`src/rtl/dsm_pkg.sv`:
```
// Shared definitions for the delta-sigma path: feeder state encoding and the
// sample width used by both the feeder and the modulator.
package dsm_pkg;

    localparam int DSM_IN_BITS = 12;

    typedef enum logic [1:0] {
        FILL    = 2'd0,
        PLAY    = 2'd1,
        STARVED = 2'd2
    } feeder_state_t;

    function automatic logic [15:0] sat_inc16(input logic [15:0] value);
        return (value == 16'hFFFF) ? value : value + 16'd1;
    endfunction

endpackage

```
`src/rtl/sample_fifo.sv`:
```
// Small sample FIFO with a combinational head read, so a pop and the capture of
// the popped value land on the same edge. Contents are discarded on reset.
module sample_fifo #(
    parameter int WIDTH = 12,
    parameter int DEPTH = 8
) (
    input  logic                     clk,
    input  logic                     rst,
    input  logic                     push,
    input  logic                     pop,
    input  logic [WIDTH-1:0]         wdata,
    output logic [WIDTH-1:0]         rdata,
    output logic                     full,
    output logic                     empty,
    output logic [$clog2(DEPTH):0]   count
);

    localparam int AW = $clog2(DEPTH);
    localparam logic [AW:0] COUNT_FULL = (AW+1)'(DEPTH);

    logic [WIDTH-1:0] mem [DEPTH];
    logic [AW-1:0]    wr_ptr_reg;
    logic [AW-1:0]    rd_ptr_reg;
    logic [AW:0]      count_reg;
    logic [AW:0]      count_next;
    logic             do_push;
    logic             do_pop;

    assign full    = (count_reg == COUNT_FULL);
    assign empty   = (count_reg == '0);
    assign count   = count_reg;
    assign rdata   = mem[rd_ptr_reg];
    assign do_push = push && !full;
    assign do_pop  = pop && !empty;

    always_comb begin
        count_next = count_reg;
        unique case ({do_push, do_pop})
            2'b10:   count_next = count_reg + (AW+1)'(1);
            2'b01:   count_next = count_reg - (AW+1)'(1);
            default: count_next = count_reg;
        endcase
    end

    // Storage carries no reset; the pointers and count alone define validity.
    always_ff @(posedge clk) begin
        if (do_push) begin
            mem[wr_ptr_reg] <= wdata;
        end
    end

    // DEPTH is a power of two, so the pointers wrap naturally.
    always_ff @(posedge clk or negedge rst) begin
        if (!rst) begin
            wr_ptr_reg <= '0;
            rd_ptr_reg <= '0;
            count_reg  <= '0;
        end else begin
            if (do_push) begin
                wr_ptr_reg <= wr_ptr_reg + AW'(1);
            end
            if (do_pop) begin
                rd_ptr_reg <= rd_ptr_reg + AW'(1);
            end
            count_reg <= count_next;
        end
    end

endmodule

```
`src/rtl/sample_feeder.sv`:
```
// Rate-paced sample feeder: buffers producer samples and releases one every DIV
// clocks to the modulator. Define SAMPLE_FEEDER_UNDERFLOW_COUNT_EN for a saturating underflow counter.
module sample_feeder
    import dsm_pkg::*;
#(
    parameter int IN_BITS = DSM_IN_BITS,
    parameter int DEPTH   = 8,
    parameter int DIV     = 256
) (
    input  logic               clk,
    input  logic               rst,
    input  logic [IN_BITS-1:0] in_data,
    input  logic               in_valid,
    output logic               in_ready,
    output logic [IN_BITS-1:0] sample,
    output logic               sample_stb,
    output logic               underflow
`ifdef SAMPLE_FEEDER_UNDERFLOW_COUNT_EN
    ,
    output logic [15:0]        underflow_count
`endif
);

    localparam int CW = $clog2(DEPTH) + 1;
    localparam int DW = $clog2(DIV);
    localparam logic [DW-1:0]      DIV_LAST  = DW'(DIV - 1);
    localparam logic [CW-1:0]      HALF_FULL = CW'(DEPTH / 2);
    localparam logic [IN_BITS-1:0] MIDSCALE  = IN_BITS'(1) << (IN_BITS - 1);

    feeder_state_t      state_reg;
    feeder_state_t      state_next;
    logic [DW-1:0]      div_reg;
    logic [DW-1:0]      div_next;
    logic [IN_BITS-1:0] sample_reg;
    logic [IN_BITS-1:0] sample_next;
    logic               stb_reg;
    logic               stb_next;
    logic               underflow_reg;
    logic               underflow_next;

    logic               fifo_push;
    logic               fifo_pop;
    logic               fifo_full;
    logic               fifo_empty;
    logic [CW-1:0]      fifo_count;
    logic [IN_BITS-1:0] fifo_rdata;
    logic               tick;

    // in_ready comes only from registered occupancy, never from in_valid.
    assign in_ready  = !fifo_full;
    assign fifo_push = in_valid && !fifo_full;
    assign tick      = (state_reg == PLAY) && (div_reg == DIV_LAST);
    assign fifo_pop  = tick && !fifo_empty;

    sample_fifo #(
        .WIDTH (IN_BITS),
        .DEPTH (DEPTH)
    ) u_fifo (
        .clk   (clk),
        .rst   (rst),
        .push  (fifo_push),
        .pop   (fifo_pop),
        .wdata (in_data),
        .rdata (fifo_rdata),
        .full  (fifo_full),
        .empty (fifo_empty),
        .count (fifo_count)
    );

    always_comb begin
        state_next     = state_reg;
        div_next       = DIV_LAST;
        sample_next    = sample_reg;
        stb_next       = fifo_pop;
        underflow_next = 1'b0;
        unique case (state_reg)
            FILL: begin
                if (fifo_count >= HALF_FULL) begin
                    state_next = PLAY;
                end
            end
            PLAY: begin
                div_next = (div_reg == '0) ? DIV_LAST : div_reg - DW'(1);
                // A same-cycle push is not visible here: empty means starve.
                if (tick && fifo_empty) begin
                    state_next     = STARVED;
                    underflow_next = 1'b1;
                end
            end
            STARVED: begin
                state_next = FILL;
            end
            default: begin
                state_next = FILL;
            end
        endcase
        if (fifo_pop) begin
            sample_next = fifo_rdata;
        end
    end

    always_ff @(posedge clk or negedge rst) begin
        if (!rst) begin
            state_reg     <= FILL;
            div_reg       <= DIV_LAST;
            sample_reg    <= MIDSCALE;
            stb_reg       <= 1'b0;
            underflow_reg <= 1'b0;
        end else begin
            state_reg     <= state_next;
            div_reg       <= div_next;
            sample_reg    <= sample_next;
            stb_reg       <= stb_next;
            underflow_reg <= underflow_next;
        end
    end

    assign sample     = sample_reg;
    assign sample_stb = stb_reg;
    assign underflow  = underflow_reg;

`ifdef SAMPLE_FEEDER_UNDERFLOW_COUNT_EN
    logic [15:0] underflow_cnt_reg;

    always_ff @(posedge clk or negedge rst) begin
        if (!rst) begin
            underflow_cnt_reg <= '0;
        end else if (underflow_reg) begin
            underflow_cnt_reg <= sat_inc16(underflow_cnt_reg);
        end
    end

    assign underflow_count = underflow_cnt_reg;
`endif

endmodule

```
`config.mk`:
```
export PLATFORM = sky130hd
export DESIGN_NAME = sample_feeder
export DESIGN_NICKNAME = d
export VERILOG_FILES = /design/src/rtl/dsm_pkg.sv /design/src/rtl/sample_fifo.sv /design/src/rtl/sample_feeder.sv
export SDC_FILE = /design/constraint.sdc
export NUM_CORES = 1
export LEC_CHECK = 0
export BUFFER_PORTS_ARGS = -buffer_cell sky130_fd_sc_hd__buf_2
export CAP_MARGIN = 0
export CORE_UTILIZATION = 45
export CTS_CLUSTER_SIZE = 20
export DETAILED_ROUTE_END_ITERATION = 10
export HOLD_SLACK_MARGIN = 0.05
export SLEW_MARGIN = 20
export SYNTH_ARGS = -nofsm -noshare
export SYNTH_HDL_FRONTEND = slang
export SYNTH_SLANG_ARGS = --single-unit
```
`constraint.sdc`:
```
create_clock -name clk -period 3.05 [get_ports clk]
set_input_delay 0 -clock clk [delete_from_list [all_inputs] [get_ports clk]]
set_output_delay 0 -clock clk [all_outputs]
set_load 0.02 [all_outputs]
```
Word level (Yosys, flattened, before mapping)
Memory sizes are Yosys's and may differ from the RTL's. A register that Yosys moved wholly into a read port is not among the register bits.
Index checks and enable logic that the tools add are counted.
- reduce and logical (&&, ||, !) cells: 14
- $lt $le $gt $ge: 1
- equality and inequality tests: 7
- $add $sub $neg: 5
- muxes and demuxes: 10
- operators with widths (kind ; number):
    $mux 8 ; 2
    $eq 8x8->1 const B ; 1
    $logic_not 8->1 ; 1
    $pmux 4 s2 ; 1
    $sub 8x1->8 const B ; 1
    $add 3x1->3 const B ; 2
    $logic_and 1x1->1 ; 6
    $add 4x1->4 const B ; 1
    $eq 2x1->1 const B ; 2
    $eq 4x4->1 const B ; 1
    $ge 4x3->1 const B ; 1
    $logic_not 4->1 ; 1
    $mux 1 ; 4
    $mux 2 ; 2
    $pmux 2 s2 ; 1
    $sub 4x1->4 const B ; 1
    $logic_not 1->1 ; 3
    $eq 2x2->1 const B ; 1
    $logic_not 2->1 ; 1
    $ne 2x1->1 const B ; 1
    $ne 2x2->1 const B ; 1
    $reduce_and 2->1 ; 1
    $reduce_bool 2->1 ; 1
- memory bits (writable): 96
- memories: 1
- logic and storage cells: 45
- output and inout bits: 15
- bits of input ports: 15
- flip-flop bits (word level): 22
- memory list (memory ; depth ; bits a word ; rd ports ; clocked after memory_dff ; wr ports ; line ; RTL):
    u_fifo.mem ; 8 ; 12 ; 1 ; 1 ; 1 ; sample_fifo.sv:21 ; logic [WIDTH-1:0] mem [DEPTH];

Logic depth before layout (Yosys ltp)
Gate-level depths: netlist of the first run.
- depth in word-level cells: 6
- depth in mapped cells: 10
- mapped depth without buffers: 9

By module
Synthesis of the first run repeated with hierarchy kept, for this count alone.
- cell total of the unflattened synthesis: 296
- area total of the unflattened synthesis: 5515.3 um^2
- by module, submodules not included (module ; cells an instance ; area an instance (um^2) ; times used ; sequential area each (um^2)):
    sample_fifo ; 206 ; 4335.4 ; 1 ; 3133.0
    sample_feeder ; 90 ; 1179.9 ; 1 ; 611.8

Worst setup path after synthesis of the first run
OpenSTA, ideal clock, no wires.
- path kind: register -> register
- start point: register div_reg[0]
- end point: register u_fifo.count_reg[3], in the netlist u_fifo.count[3]
- arrival time: 2631 ps
- path slack: 304 ps
- setup time: 116 ps
- path buffers: 1
- stages on the path, launching flop included: 10
- cell sequence: dfstp_2 ha_1 nand4_1 nor4_4 buf_4 ha_1 ha_1 a21oi_1 o21ai_0 o311ai_0
- longest elaborated chain between the ends: 6
- elaborated cells on any way between the ends: 8
- RTL lines (what ; line ; RTL):
    start, declared ; sample_feeder.sv:32 ; logic [DW-1:0] div_reg;
    start signal, assigned ; sample_feeder.sv:111 ; div_reg <= div_next;
    $eq 8x8->1 (*) ; sample_feeder.sv:52 ; assign tick = (state_reg == PLAY) && (div_reg == DIV_LAST);
    $logic_and 1x1->1 (*) ; sample_feeder.sv:52 ;
    $logic_and 1x1->1 (*) ; sample_feeder.sv:53 ; assign fifo_pop = tick && !fifo_empty;
    named net fifo_pop ; sample_feeder.sv:42 ; logic fifo_pop;
    $logic_and 1x1->1 (*) ; sample_fifo.sv:34 ; assign do_pop = pop && !empty;
    $eq 2x1->1 / $eq 2x2->1 (equally long branches) ; sample_fifo.sv:38 ; unique case ({do_push, do_pop})
    $pmux 4 s2 / $reduce_bool 2->1 (equally long branches) ; - ;
    end signal, assigned ; sample_fifo.sv:65 ; count_reg <= count_next;
    end, declared ; sample_fifo.sv:24 ; logic [AW:0] count_reg;
Mark *: on every way through the listed nets, which the timed path passes. The rest lies on a longest branch.
A chain may end at the register's enable or synchronous reset.

Worst setup path in the final report of the first run
- start point: register u_fifo.count_reg[1], in the netlist u_fifo.count[1]
- end point: register u_fifo.count_reg[3], in the netlist u_fifo.count[3]
- longest elaborated chain between the ends: 6
- elaborated cells on any way between the ends: 14
- RTL lines (what ; line):
    $eq 4x4->1 / $logic_not 4->1 (equally long branches) ; sample_fifo.sv:29, sample_fifo.sv:30
    $logic_not 1->1, on equally long branches ; -
    $logic_and 1x1->1, on equally long branches ; sample_feeder.sv:51, sample_feeder.sv:53
    $logic_and 1x1->1, on equally long branches ; sample_fifo.sv:33, sample_fifo.sv:34
    $eq 2x1->1 / $eq 2x2->1 (equally long branches) ; sample_fifo.sv:38
    $pmux 4 s2 / $reduce_bool 2->1 (equally long branches) ; -
Parallel ways exist; a longest one is shown, timed or not.

==> metrics.cfg, run 1 <==
[power_and_ir_drop]
vdd_drop_max_v = 0.0005804
p_total_mw = 6.094
leakagePower_nw = 2.252
powerDensity_nw_per_um2 = 979.6

[clock_tree]
clock_path_buffers = 2
numCtsBuffers = 17
clkTransAtPathRegs_ns = 0.05
cts_root_buf = clkbuf_16
cts_tree = done
clock-sinks = 130
cts_resized = 0
ctsHtreeMaxLevel = 4
clkLatencyLatePin_ns = 0.42

[detailed_routing]
final_antenna_net_count = 0
wl_met1_mm = 4.173
met2_length_mm = 4.721
num_vias = 2686
drtIter0Drc = 146
dr_wl_met3_um = 346
vias_per_cell = 5.298
wl_per_cell_um = 18.57
remaining_drc_errors = 0
routed.top_layer = met4
firstDrtPassIters = 6
drt-total-wl_mm = 9.416

[global_routing]
antenna_found_initial = 0
grt_pass1_vias = 2780
grt_overflow_total = 0
gr-usage-all-layers = 0.1841
grt_start_max_net_pins = 35
grt_pass1_wl_mm = 15.21

[final_layout]
num_antenna_cells = 0
layout-drive-gt1-share = 0.2970
largest_reg_flops = 96
design_area_sq_um = 6221
fin_nets = 378
fillers = 880
synthToLayoutAreaGrowth_pct = 19.92
final_common_cell = edfxtp_1
mostFrequentLayoutCells = edfxtp_1 (96), buf_2 (29), dfrtp_1 (25)

[placement]
place_congestion = 0.7835
portBuffers = 29
dpl-instance-area_sq_um = 5545
dp_hpwl_mm = 5.424
pre_cts_ws_ns = 0.3857

[die]
dieWidth_um = 109.4
io_pins = 30
rows = 38
die_area_sq_um = 11960
core_area_sq_um = 11030
initial_core_util = 0.4703
die_h_um = 109.4

[critical_path]
cp_num_buf_inv = 0
max_stage_delay_ns = 0.76
critPathSlowestCell = or4b_2
cpMostUsedCell = ha_1
crit_family = simple AND/OR/NAND/NOR gates
path_class = register to register
crit_path_start_kind = register
path_cells = or4b_2 -> nand2_4 -> ha_1 -> ha_1 -> a21oi_1 -> o21ai_0 -> o311ai_0
worst-endpoint-required_ns = 3.35
worst_setup_path_end_kind = register
cp.arrival_ns = 2.94
path_max_fanout = 8

[job]
max-cap-violations = 0

[synthesis]
synth_area_sq_um = 5187
synth_top_area_cell = edfxtp_1
synth_top_cell_area_share = 0.5557
yosysWarnings = 0
synthTopCellsByArea = edfxtp_1 (56%), dfrtp_1 (12%), mux4_2 (10%)
synth-seq-area-share = 0.7219
synthArstFlopShare = 0.2615
synth_cell_types = 38
ys.flop_type = edfxtp_1
netlist_instances = 291
synth_nets = 315
avgSynthCellArea_sq_um = 17.83
synth-seq-cells = 130
synth-edff-count = 96

[sta]
drv_slew = 0
fmaxAchievable_ghz = 0.3791
setup_ws_ns = 0.4119
setup_violations = 0
min_period_ns = 2.638
hold_slack_ns = 0.2162
rsz0062_at_grt = false
setup_tns_ns = 0
relSlewSlack = 0.3892
hold_violations = 0
worst_pin_slew_ns = 0.9162
timing.final.crit_share = 0.8650
skew_ns = 0.006904

[worst_hold_path]
hp-class = input port to async pin

[run_status]
status = finished clean

-- cell families (layout without fill, tap and decap cells) --
family          after synthesis  in the layout  synth area share
buf+inv                      19             95           0.01785
xor+xnor                     11             11           0.01857
mux                          39             39            0.1336
simple gates                 66             66           0.06778
compound gates               17             17           0.01712
fa+ha+maj                     9              9           0.02316
flops                       130            130            0.7219
-- cell type report --
| cell class | count | area [sq um] | share of cell area |
|---|---|---|---|
| Clock buffer | 25 | 475.5 | 0.07643 |
| Sequential cell | 130 | 3745 | 0.6020 |
| Tap cell | 140 | 175.2 | 0.02816 |
| Multi-Input combinational cell | 142 | 1360 | 0.2186 |
| Clock inverter | 7 | 60.06 | 0.009654 |
| Timing Repair Buffer | 55 | 375.4 | 0.06034 |
| Inverter | 8 | 30.03 | 0.004827 |
-- synth_stat cells, types with 2 or more instances --
library cell	count
xor2_1	3
nand2b_1	4
inv_1	8
nand2_1	14
mux4_2	24
edfxtp_1	96
buf_4	3
nor4_1	3
a21oi_1	13
and2_1	2
nor4b_1	2
o21ai_0	3
nor2_1	21
buf_1	3
clkbuf_1	2
mux2_2	2
nor3_1	7
dfstp_2	9
mux2i_1	13
nand3_1	3
ha_1	8
dfrtp_1	25
xnor2_1	8
-- path summary, 6_finish.rpt --
path | startpoint | end | slack, ns | depth (start not counted)
hold reg to reg | state_reg[1] | state_reg[0] | 0.44 | 1
hold / removal | rst | u_fifo.count[3] | 0.22 | 2
max in group asynchronous | rst | sample[9] | 2.31 | 2
setup / recovery | u_fifo.count[1] | u_fifo.count[3] | 0.41 | 7
min in group clk | in_data[4] | u_fifo.mem[4][4] | 0.39 | 2
setup reg to reg | u_fifo.count[1] | u_fifo.count[3] | 0.41 | 7
-- metal layers --
metal | up-vias | global-route usage
met5 | - | 0
met4 | 0 | 0.08000
met3 | 14 | 0.04861
met2 | 53 | 0.2951
met1 | 1374 | 0.2380
li1 | 1245 | -
-- power breakdown --
| part | switching [mW] | internal, mW | total [mW] |
|---|---|---|---|
| logic | 0.849 | 0.775 | 1.62 |
| clock network | 0.680 | 1.15 | 1.83 |
| registers | 0.299 | 2.34 | 2.64 |
-- stage by stage --
stage | cells | util
after floorplan | 291 | -
after global placement | 461 | 0.5027
after detailed placement | 461 | 0.5027
after CTS | 507 | 0.5640
after global routing | 507 | 0.5640
final | 507 | 0.5640
-- timing repair --
item	4_1_cts	5_1_grt
endpoints found under the hold margin	124	0
setup buffers	0	0
hold buffers	14	0
No activity file was read; power rests on OpenSTA's default activity.
==> run 2: changes to the inputs <==
--- a/config.mk
+++ b/config.mk
@@ -5,6 +5,7 @@
 export SDC_FILE = /design/constraint.sdc
 export NUM_CORES = 1
 export LEC_CHECK = 0
+export ABC_AREA = 1
 export BUFFER_PORTS_ARGS = -buffer_cell sky130_fd_sc_hd__buf_2
 export CAP_MARGIN = 0
 export CORE_UTILIZATION = 45
==> metrics.cfg, run 2 <==
[run_status]
status = finished clean  ; unchanged

[final_layout]
final_common_cell = nand2_1  ; was edfxtp_1
fin_nets = 668  ; was 378
synthToLayoutAreaGrowth_pct = 17.47  ; was 19.92%
mostFrequentLayoutCells = nand2_1 (163), inv_1 (119), nand3_1 (97)  ; was edfxtp_1 (96), buf_2 (29), dfrtp_1 (25)
num_antenna_cells = 0  ; unchanged
layout-drive-gt1-share = 0.1279  ; was 0.2970
largest_reg_flops = 96  ; unchanged

[detailed_routing]
remaining_drc_errors = 0  ; unchanged
drtIter0Drc = 294  ; was 146
firstDrtPassIters = 5  ; was 6
drt-total-wl_mm = 12.23  ; was 9.416 mm
final_antenna_net_count = 0  ; unchanged
wl_per_cell_um = 14.75  ; was 18.57 um
vias_per_cell = 4.767  ; was 5.298
num_vias = 3952  ; was 2686

[placement]
dp_hpwl_mm = 7.028  ; was 5.424 mm
place_congestion = 0.8569  ; was 0.7835
portBuffers = 29  ; unchanged

[critical_path]
ff2ff_path_depth = 13  ; was 7
r2r-end = u_fifo.count[3]  ; unchanged
crit_path_start_kind = register  ; unchanged
worst-endpoint-required_ns = 3.36  ; was 3.35 ns
cpMostUsedCell = nand2_1  ; was ha_1
worst_setup_path_end_kind = register  ; unchanged
path_class = register to register  ; unchanged
path_max_fanout = 4  ; was 8
r2r_slack_ns = 0.60  ; was 0.41 ns
path_cells = ha_1 -> inv_1 -> nor3_1 -> nand4_1 -> nor2_1 -> ha_1 -> ha_1 -> a21oi_1 -> nand2_1 -> nand2_1 -> nand2_1 -> nand2_1 -> nand2_1  ; was or4b_2 -> nand2_4 -> ha_1 -> ha_1 -> a21oi_1 -> o21ai_0 -> o311ai_0
max_stage_delay_ns = 0.54  ; was 0.76 ns
r2r-start = div_reg[0]  ; was u_fifo.count[1]
cp.arrival_ns = 2.75  ; was 2.94 ns
critPathSlowestCell = dfstp_2  ; was or4b_2

[job]
max-cap-violations = 0  ; unchanged

[sta]
fmaxAchievable_ghz = 0.4089  ; was 0.3791 GHz
relSlewSlack = 0.4093  ; was 0.3892
worst_pin_slew_ns = 0.8847  ; was 0.9162 ns
rsz0062_at_grt = false  ; unchanged
setup_violations = 0  ; unchanged
drv_slew = 0  ; unchanged
skew_ns = 0.01037  ; was 0.006904 ns
hold_violations = 0  ; unchanged
setup_tns_ns = 0  ; unchanged
timing.final.crit_share = 0.8018  ; was 0.8650
min_period_ns = 2.446  ; was 2.638 ns

[synthesis]
synth-seq-area-share = 0.6449  ; was 0.7219
avgSynthCellArea_sq_um = 9.825  ; was 17.83 sq um
synth_area_sq_um = 5807  ; was 5187 sq um
synth_nets = 615  ; was 315
synth-edff-count = 96  ; unchanged
synth_top_area_cell = edfxtp_1  ; unchanged
synth_top_cell_area_share = 0.4964  ; was 0.5557
synthTopCellsByCount = nand2_1 (163), inv_1 (119), nand3_1 (97), edfxtp_1 (96), dfrtp_1 (25)  ; was edfxtp_1 (96), dfrtp_1 (25), mux4_2 (24), nor2_1 (21), nand2_1 (14)
synthArstFlopShare = 0.2615  ; unchanged
yosysWarnings = 0  ; unchanged
synth.most_common_cell = nand2_1  ; was edfxtp_1
synth-seq-cells = 130  ; unchanged
netlist_instances = 591  ; was 291
ys.flop_type = edfxtp_1  ; unchanged
synthTopCellsByArea = edfxtp_1 (50%), dfrtp_1 (11%), nand2_1 (11%)  ; was edfxtp_1 (56%), dfrtp_1 (12%), mux4_2 (10%)
synth_cell_types = 26  ; was 38

[clock_tree]
cts_tree = done  ; unchanged
cts_resized = 0  ; unchanged
cts_root_buf = clkbuf_16  ; unchanged
numCtsBuffers = 17  ; unchanged
clock_path_buffers = 2  ; unchanged
clock-sinks = 130  ; unchanged
ctsHtreeMaxLevel = 4  ; unchanged
clkLatencyLatePin_ns = 0.42  ; about the same
clkTransAtPathRegs_ns = 0.06  ; was 0.05 ns

[die]
rows = 41  ; was 38
die_h_um = 115.6  ; was 109.4 um
initial_core_util = 0.4601  ; was 0.4703
core_area_sq_um = 12620  ; was 11030 sq um
dieWidth_um = 115.6  ; was 109.4 um
die_area_sq_um = 13360  ; was 11960 sq um
io_pins = 30  ; unchanged

[power_and_ir_drop]
p_total_mw = 6.474  ; was 6.094 mW
leakagePower_nw = 3.205  ; was 2.252 nW
vdd_drop_max_v = 0.0006952  ; was 0.0005804 V
powerDensity_nw_per_um2 = 949.0  ; was 979.6 nW/um^2

[worst_hold_path]
hp-class = input port to async pin  ; unchanged

[global_routing]
grt_overflow_total = 0  ; unchanged
grt_start_max_net_pins = 51  ; was 35
gr-usage-all-layers = 0.2069  ; was 0.1841
grt_pass1_wl_mm = 19.73  ; was 15.21 mm
grt_pass1_vias = 3862  ; was 2780
antenna_found_initial = 0  ; unchanged

==> run 2: cell types whose count changed after synthesis, moves of 3 or more <==
cell,previous run,this run
nor4_1,3,0
buf_1,3,0
nand2b_1,4,0
xnor2_1,8,2
nand2_1,14,163
o21ai_0,3,8
a21oi_1,13,1
mux2i_1,13,0
nor3_1,7,3
buf_2,1,13
inv_1,8,119
nand3_1,3,97
mux4_2,24,0
==> run 2: through the flow <==
stage          worst slack [ns]  hold WS, ns  instances    util  instance area [sq um]
2_1_floorplan            0.8868      -0.2956        591       -                   5807
3_3_place_gp             0.7460       0.1563        783  0.4856                   6128
3_5_place_dp             0.6199       0.1676        783  0.4856                   6128
4_1_cts                  0.5972       0.2593        829  0.5406                   6822
5_1_grt                  0.4028       0.3158        829  0.5406                   6822
6_report                 0.6044       0.2437        829  0.5406                   6822
==> run 2: cell type report <==
class	instances	area [sq um]
flip-flops and latches	130	3745
clock buffers	24	471.7
repair buffers	55	375.4
multi-input cells	319	1479
well taps	172	215.2
clock inverters	8	81.33
fillers	1138	5798
inverters	121	454.2
==> run 2: routing by layer <==
metal	vias up	share of wire	global-route usage
met5	-	0	0
met3	17	0.044	0.06119
met1	1863	0.44	0.2390
met4	0	0.016	0.08485
li1	1981	-	-
met2	91	0.50	0.3597
==> run 2: how the worst max path moves through the flow <==
stage | from | end | slack, ns
finish | div_reg[0] | u_fifo.count[3] | 0.60
global route | div_reg[0] | u_fifo.count[3] | 0.40
CTS | div_reg[0] | u_fifo.count[3] | 0.60
detailed placement | div_reg[0] | u_fifo.count[2] | 0.62
global placement | div_reg[0] | u_fifo.count[3] | 0.75
floorplan | div_reg[0] | u_fifo.count[3] | 0.89
==> run 2: critical path, delay by kind of cell, from the launching register on <==
kind            cells  cell delay [ns]
simple gates        8             0.79
fa+ha+maj           3             0.78
compound gates      1             0.18
buf+inv             1             0.06
flops               1             0.54
==> run 2: report_power, final <==
group	internal (mW)	switching [mW]	leakage (nW)
Sequential	2.30	0.163	1.28
Clock	1.16	0.731	0.264
Combinational	0.660	1.45	1.66
Total	4.13	2.35	3.21
==> run 2: logic make-up (layout without fill, tap and decap cells) <==
logic type / Yosys count / after routing / share of synthesized area
flip-flops: 130 / 130 / 0.6449
AND/OR/NAND/NOR: 296 / 296 / 0.2187
XOR/XNOR: 5 / 5 / 0.007543
buffers and inverters: 142 / 208 / 0.1004
AO/OA/AOI/OAI: 9 / 9 / 0.007756
adder cells (fa/ha/maj): 9 / 9 / 0.02069
==> run 2: timing repair <==
action,in CTS,in global routing
hold buffers,14,0
buffers inserted,0,0
hold endpoints to repair,123,0
